--- config.mk ---
export PLATFORM = sky130hd
export DESIGN_NAME = rf_wb_arbiter
export DESIGN_NICKNAME = d
export VERILOG_FILES = /design/src/rtl/rf_wb_arbiter_pkg.sv /design/src/rtl/rf_wb_arbiter_rr_arbiter.sv /design/src/rtl/rf_wb_arbiter.sv
export SDC_FILE = /design/constraint.sdc
export NUM_CORES = 1
export LEC_CHECK = 0
export CORE_MARGIN = 2
export CORE_UTILIZATION = 47
export CTS_CLUSTER_SIZE = 14
export DETAILED_ROUTE_END_ITERATION = 8
export PLACE_DENSITY = 0.95
export SLEW_MARGIN = 20
export SYNTH_ARGS = -nofsm -noshare
export SYNTH_HDL_FRONTEND = slang
export SYNTH_SLANG_ARGS = --single-unit
export TNS_END_PERCENT = 10
--- constraint.sdc ---
create_clock -name clk_i -period 6.2 [get_ports clk_i]
set_input_delay 1.24 -clock clk_i [delete_from_list [all_inputs] [get_ports clk_i]]
set_output_delay 1.24 -clock clk_i [all_outputs]
set_load 0.05 [all_outputs]
--- src/rtl/rf_wb_arbiter_pkg.sv ---
// Shared constants for the register-file writeback arbiter.
package rf_wb_arbiter_pkg;

   localparam int unsigned REG_W    = 5;
   localparam int unsigned DATA_W   = 32;
   localparam int unsigned NUM_REGS = 32;

   localparam logic [REG_W-1:0] REG_ZERO = '0;

endpackage

--- src/rtl/rf_wb_arbiter_rr_arbiter.sv ---
// N-way round-robin arbiter: one-hot grant scanning upward from a pointer that
// moves just past the winner whenever the caller reports an accepted grant.
module rf_wb_arbiter_rr_arbiter #(
   parameter int unsigned N     = 3,
   parameter int unsigned IDX_W = 2
) (
   input  logic             clk_i,
   input  logic             rst_i,
   input  logic [N-1:0]     req_i,
   input  logic             advance_i,
   output logic [N-1:0]     gnt_o,
   output logic [IDX_W-1:0] idx_o
);

   logic [IDX_W-1:0] ptr_q, ptr_d;
   logic [IDX_W:0]   pos;
   logic             found;

   always_comb begin
      gnt_o = '0;
      idx_o = '0;
      found = 1'b0;
      pos   = '0;
      for (int unsigned k = 0; k < N; k++) begin
         pos = {1'b0, ptr_q} + (IDX_W + 1)'(k);
         if (pos >= (IDX_W + 1)'(N)) begin
            pos = pos - (IDX_W + 1)'(N);
         end
         if (!found && req_i[pos[IDX_W-1:0]]) begin
            found                    = 1'b1;
            gnt_o[pos[IDX_W-1:0]]    = 1'b1;
            idx_o                    = pos[IDX_W-1:0];
         end
      end
      // Nothing is granted while reset is held.
      if (rst_i) begin
         gnt_o = '0;
      end
   end

   always_comb begin
      ptr_d = ptr_q;
      if (advance_i) begin
         ptr_d = (idx_o == IDX_W'(N - 1)) ? '0 : idx_o + 1'b1;
      end
   end

   always_ff @(posedge clk_i) begin
      if (rst_i) begin
         ptr_q <= '0;
      end else begin
         ptr_q <= ptr_d;
      end
   end

endmodule

--- src/rtl/rf_wb_arbiter.sv ---
// Shares the register-file write port among NREQ requesters and tracks
// destination registers with writes in flight for RAW hazard detection.
module rf_wb_arbiter
   import rf_wb_arbiter_pkg::*;
#(
   parameter int unsigned NREQ  = 3,
   parameter int unsigned PTR_W = 2
) (
   input  logic                     clk_i,
   input  logic                     rst_i,
   input  logic [NREQ-1:0]          req_valid_i,
   input  logic [REG_W*NREQ-1:0]    req_rw_i,
   input  logic [DATA_W*NREQ-1:0]   req_data_i,
   output logic [NREQ-1:0]          req_ready_o,
   input  logic                     rsv_valid_i,
   input  logic [REG_W-1:0]         rsv_reg_i,
   output logic [REG_W-1:0]         rw_o,
   output logic [DATA_W-1:0]        busw_o,
   output logic                     regwr_o,
   output logic [NUM_REGS-1:0]      busy_mask_o,
   output logic                     idle_o
);

   logic [PTR_W-1:0]    gnt_idx;
   logic                xfer;
   logic [REG_W-1:0]    sel_rw;
   logic [DATA_W-1:0]   sel_data;

   logic [REG_W-1:0]    rw_q, rw_d;
   logic [DATA_W-1:0]   busw_q, busw_d;
   logic                regwr_q, regwr_d;
   logic [NUM_REGS-1:0] busy_q, busy_d;

   rf_wb_arbiter_rr_arbiter #(
      .N     (NREQ),
      .IDX_W (PTR_W)
   ) u_rr (
      .clk_i     (clk_i),
      .rst_i     (rst_i),
      .req_i     (req_valid_i),
      .advance_i (xfer),
      .gnt_o     (req_ready_o),
      .idx_o     (gnt_idx)
   );

   // Grants only ever go to valid requesters, so any grant is a transfer.
   assign xfer     = |req_ready_o;
   assign sel_rw   = req_rw_i[int'(gnt_idx) * REG_W +: REG_W];
   assign sel_data = req_data_i[int'(gnt_idx) * DATA_W +: DATA_W];

   always_comb begin
      rw_d    = rw_q;
      busw_d  = busw_q;
      regwr_d = 1'b0;
      if (xfer) begin
         rw_d    = sel_rw;
         busw_d  = sel_data;
         regwr_d = (sel_rw != REG_ZERO);
      end
   end

   // Clear first so a same-cycle reservation of the retiring register wins.
   always_comb begin
      busy_d = busy_q;
      if (regwr_q) begin
         busy_d[rw_q] = 1'b0;
      end
      if (rsv_valid_i && (rsv_reg_i != REG_ZERO)) begin
         busy_d[rsv_reg_i] = 1'b1;
      end
      busy_d[0] = 1'b0;
   end

   always_ff @(posedge clk_i) begin
      if (rst_i) begin
         rw_q    <= '0;
         busw_q  <= '0;
         regwr_q <= 1'b0;
         busy_q  <= '0;
      end else begin
         rw_q    <= rw_d;
         busw_q  <= busw_d;
         regwr_q <= regwr_d;
         busy_q  <= busy_d;
      end
   end

   assign rw_o        = rw_q;
   assign busw_o      = busw_q;
   assign regwr_o     = regwr_q;
   assign busy_mask_o = busy_q;
   assign idle_o      = ~|req_valid_i & ~regwr_q & ~|busy_q;

endmodule

# Word-level counts from Yosys, hierarchy flattened
# Index checks and enable logic that the tools add are counted.
totals:
  reg_bits: 72
  in_bits: 122
  output_inout_bits: 74
  elab_cells: 87
classes:
  add_sub_neg: 6
  n_mul: 1
  magnitude_cmp: 13
  eq_ne: 1
  shift: 2
  muxes: 31
  n_bitwise: 9
  n_reduce_logical: 18
op_table:
  columns: ["operator", "n"]
  rows:
  - ["variable part select 96 x 8 -> 32 bit", 1]
  - ["two-way mux 32 bit", 2]
  - ["bitwise AND 32 bit", 1]
  - ["inverter 32 bit", 1]
  - ["OR 32 bit", 1]
  - ["OR reduction 32 bit", 1]
  - ["variable part select 15 x 6 -> 5 bit", 1]
  - ["two-way mux 2 bit", 7]
  - ["less-than comparator 5 x 6 -> 1 bit (second input constant)", 2]
  - ["two-way mux 3 bit", 4]
  - ["demux 1 bit (select 5 bit)", 2]
  - [">= comparator 5 x 1 -> 1 bit (second input constant)", 2]
  - ["two-way mux 1 bit", 10]
  - ["nonzero test 5 bit", 2]
  - ["less-than comparator 2 x 3 -> 1 bit (second input constant)", 3]
  - ["logical AND 1 bit", 8]
  - ["binary-select mux 1 bit (select 2 bit)", 3]
  - ["demux 1 bit (select 2 bit)", 3]
  - [">= comparator 2 x 1 -> 1 bit (second input constant)", 3]
  - [">= comparator 3 x 2 -> 1 bit (second input constant)", 2]
  - ["OR 3 bit", 2]
  - ["OR reduction 3 bit", 2]
  - ["subtractor 2 bit (second input constant)", 3]
  - ["multiplier 2 x 3 -> 5 bit (second input constant)", 1]
  - ["other kinds (9)", 14]

# Depth between registers and ports, before layout
depth:
  depth_word: 15
  ltp_mapped: 11
  depth_no_buf: 8

# Modules after synthesis
# From an unflattened synthesis, not the netlist that was laid out.
unflattened:
  cells_unflattened: 473
  area_unflattened_um2: 3970.1
modules_own_cells:
  columns: ["module", "n_inst", "cells_each", "area_each_um2", "seq_area_each_um2"]
  rows:
  - ["rf_wb_arbiter", 1, 426, 3598.5, 1381.3]
  - ["rf_wb_arbiter_rr_arbiter", 1, 47, 371.6, 40.0]

# Worst setup path before layout
# Ideal clock, no wire load.
synth_timing:
  kind: "input to output"
  start: "in req_valid_i[2]"
  end: "out idle_o"
  arrival_ps: 2728
  t_required_ps: 4960
  slack_ps: 2232
  cell_stages: 4
  path_buffers: 1
  path_cell_list: "buf_6 nor4_1 nand4_1 nor3_1"
synth_between:
  elab_chain_cells: 4
synth_rtl:
  columns: ["element", "line_no", "text"]
  rows:
  - ["start, declared", "rf_wb_arbiter.sv:11", "input logic [NREQ-1:0] req_valid_i,"]
  - ["OR reduction 3 bit", "rf_wb_arbiter.sv:92", "assign idle_o = ~|req_valid_i & ~regwr_q & ~|busy_q;"]
  - ["logical NOT 1 bit", "rf_wb_arbiter.sv:92", null]
  - ["bitwise AND 1 bit (2 in a row)", "rf_wb_arbiter.sv:92", null]
  - ["end, declared", "rf_wb_arbiter.sv:21", "output logic idle_o"]
# No other way between the ends.

# Worst setup path after layout
layout_timing:
  start: "in req_valid_i[1]"
  end: "out req_ready_o[2]"
layout_between:
  elab_chain_cells: 10
  elab_cells_between_ends: 18
  cone_classes: "mux: 12; bitwise: 2; reduce/logical: 4"
layout_rtl:
  columns: ["element", "line_no", "text"]
  rows:
  - ["binary-select mux 1 bit (select 2 bit)", "rf_wb_arbiter_rr_arbiter.sv:29", "if (!found && req_i[pos[IDX_W-1:0]]) begin"]
  - ["two-way mux 1 bit (implied by the code)", "rf_wb_arbiter_rr_arbiter.sv:29", null]
  - ["two-way mux 1 bit", "rf_wb_arbiter_rr_arbiter.sv:29", null]
  - ["logical NOT 1 bit", "rf_wb_arbiter_rr_arbiter.sv:29", null]
  - ["logical AND 1 bit", "rf_wb_arbiter_rr_arbiter.sv:29", null]
  - ["two-way mux 1 bit", "rf_wb_arbiter_rr_arbiter.sv:29", null]
  - ["logical NOT 1 bit", "rf_wb_arbiter_rr_arbiter.sv:29", null]
  - ["logical AND 1 bit", "rf_wb_arbiter_rr_arbiter.sv:29", null]
  - ["two-way mux 3 bit (*)", "rf_wb_arbiter_rr_arbiter.sv:29", null]
  - ["two-way mux 3 bit (*)", "rf_wb_arbiter_rr_arbiter.sv:36", "if (rst_i) begin"]
  - ["end, declared", "rf_wb_arbiter.sv:14", "output logic [NREQ-1:0] req_ready_o,"]
# Every way passes the cells marked *; elsewhere a longest branch is shown, timed or not. The select of a mux whose other input is x is not followed.

==> run metrics <==
status completed; Post-DRT Antenna Nets 0; clk root buf clkbuf_8; I/O pin cnt between 150 and 200; Cell Pwr Density between 400 and 500 mW/mm²; Final TNS setup 0 ns; DRT iter0 DRCs approximately 270; TritonCTS clock tree done; count of final max-slew check failures 0; most common cell after layout, fill and taps aside clkdlybuf4s50_1; Final WS setup 1.28 ns; Layout area overhead 46.7%; #FFs+latches synth 71; count of standard-cell rows 36; first-pass GRT wire length 22700 µm; Worst Setup Path Type in -> out; Yosys cell types a little under 50; critical path arrival about 3.7 ns; DRC viols 0; Vias/cell 5.76; final-stage net count 868; Die Span Y 103 µm; syn_nets 705; I/O Buffers a little under 200; core area 0.00959 mm²; vias in the first global route 4943; class of the worst hold path reg -> reg; final hold viol count 0; Post-CTS Setup Bufs 0; CTS Hold Buffers Added 0; YS warnings 0; Worst Path Max Fanout 8; CP required 4.96 ns; Layout Skew roughly 0.014 ns; leakage ~2.6 nW; RSZ-0062 raised after global routing false; Fmax achieved between 0.2 and 0.25 GHz; sequential fraction of the synthesis area 0.310; CTS buffer count 9; Synth Instances 579; routability cong. 0.864; DR pass1 iterations 6; Post-synth EDFFs 0; final setup vio count 0; clock tree buffer depth 2; most frequent cells in the layout clkdlybuf4s50_1 (192), nand2_1 (80), dfxtp_1 (71); Final Cycle Share 0.793; largest net degree at the start of global routing 112; WL per Instance 17.1 µm; Most used DFF post-synth dfxtp_1; initial antenna violation count 0; Max Cap Viol 0; Slew headroom 0.336; Max rail drop VDD 263 µV; Worst-path clk slew 0.07 ns; Netlist Area Pre-Place 0.00458 mm²; clk_lat worst skew 0.35 ns; Total Wirelength approximately 15000 µm; critical path startpoint category input port; Fill cells ~740; DP Worst Slack 1.29 ns; # diodes 0; total die area 0.0106 mm²; HPWL after DPL ~11000 µm; min Tclk post-route a little under 5 ns; Total GRT Usage 0.275; starting density of the core 0.477; CP endpoint kind primary output; share of cells above drive strength 1 0.0495; clk sinks 71; gr ovfl total 0; Worst-Margin Slew 0.994 ns; Die X 103 µm; # H-tree levels 3; Avg Inst Size Synth a little under 8 µm²; Vias 5068; Async SR Flop Fraction 0; Post-CTS Resized 0
-- report_power, final --
part / internal [W] / switching [W] / leakage [nW]
clock network: 0.000238 / 0.000181 / 0.110
registers: 0.000581 / 0.0000986 / 0.584
logic: 0.000726 / 0.00121 / 1.88
total: 0.00154 / 0.00149 / 2.57
-- flip-flops by register name (all words and copies together), names as in the netlist --
signal	flops
busw_o	32
busy_mask_o	31
rw_o	5
u_rr.ptr_q	2
regwr_o	1
-- final timing paths --
path,end,slack (ns),start,cells after the start
max,req_ready_o[2],1.28,req_valid_i[1],6
min,busw_o[6],0.46,busw_o[6],2
max reg2reg,busw_o[10],2.73,u_rr.ptr_q[0],9
min reg2reg,busw_o[6],0.46,busw_o[6],2
-- cell families after synthesis --
| kind of cell | after synthesis | share of synthesized area |
|---|---|---|
| AOI/OAI and AO/OA | 162 | 0.250 |
| adders and majority gates | 4 | 0.0109 |
| buffers and inverters | 90 | 0.0899 |
| DFF | 71 | 0.310 |
| muxes | 41 | 0.0907 |
| other | 1 | 0.000819 |
| and+or+nand+nor | 210 | 0.248 |
-- synthesized netlist by cell type (3+ instances only) --
| cell | instances | area, µm² |
|---|---|---|
| nor2_1 | 5 | 18.8 |
| nor3_1 | 7 | 35.0 |
| mux2i_1 | 40 | 400 |
| nor3b_1 | 4 | 30.0 |
| nor4_1 | 8 | 50.1 |
| dfxtp_1 | 71 | 1420 |
| a21oi_1 | 34 | 170 |
| nand3b_1 | 6 | 45.0 |
| ha_1 | 4 | 50.1 |
| a2111oi_0 | 37 | 324 |
| o21ai_1 | 3 | 15.0 |
| buf_2 | 14 | 70.1 |
| buf_4 | 7 | 52.6 |
| nand2_1 | 80 | 300 |
| a211oi_1 | 37 | 278 |
| buf_6 | 4 | 45.0 |
| inv_1 | 41 | 154 |
| and2_1 | 38 | 238 |
| clkbuf_1 | 24 | 90.1 |
| nand3_1 | 3 | 15.0 |
| o21ai_0 | 34 | 170 |
| nor2b_1 | 43 | 269 |
-- routing by layer --
layer  global-route usage  share of wire  vias to the layer above
li1                     -              -                     2389
met3               0.0617          0.078                       62
met2                0.485           0.49                      286
met5                    0              0                        -
met1                0.305           0.38                     2331
met4                0.150          0.048                        0
-- critical path, stage by stage --
cell	delay [ns]
clkdlybuf4s50_1	0.55
mux2_4	0.34
and2_1	0.22
a21oi_1	0.18
o311a_1	0.29
clkdlybuf4s50_1	0.86
-- metrics by stage --
step	total power (W)	util	hold slack, ns	instances	instance area (µm²)
final	0.00303	0.701	0.462	880	6720
after global placement	0.00255	0.677	0.446	864	6500
after CTS	0.00302	0.701	0.463	880	6720
after detailed placement	0.00261	0.677	0.456	864	6500
after floorplan	0.00210	-	0.473	579	4580
after global routing	0.00320	0.701	0.486	880	6720
-- final cells by class --
cell class	instances	area [µm²]	area share
Timing Repair Buffer	201	1990	0.296
Tap cell	133	166	0.0248
Clock inverter	5	81.3	0.0121
Inverter	41	154	0.0229
Sequential cell	71	1420	0.211
Multi-Input combinational cell	418	2770	0.412
Clock buffer	11	141	0.0210
No activity file was read; power rests on OpenSTA's default activity.
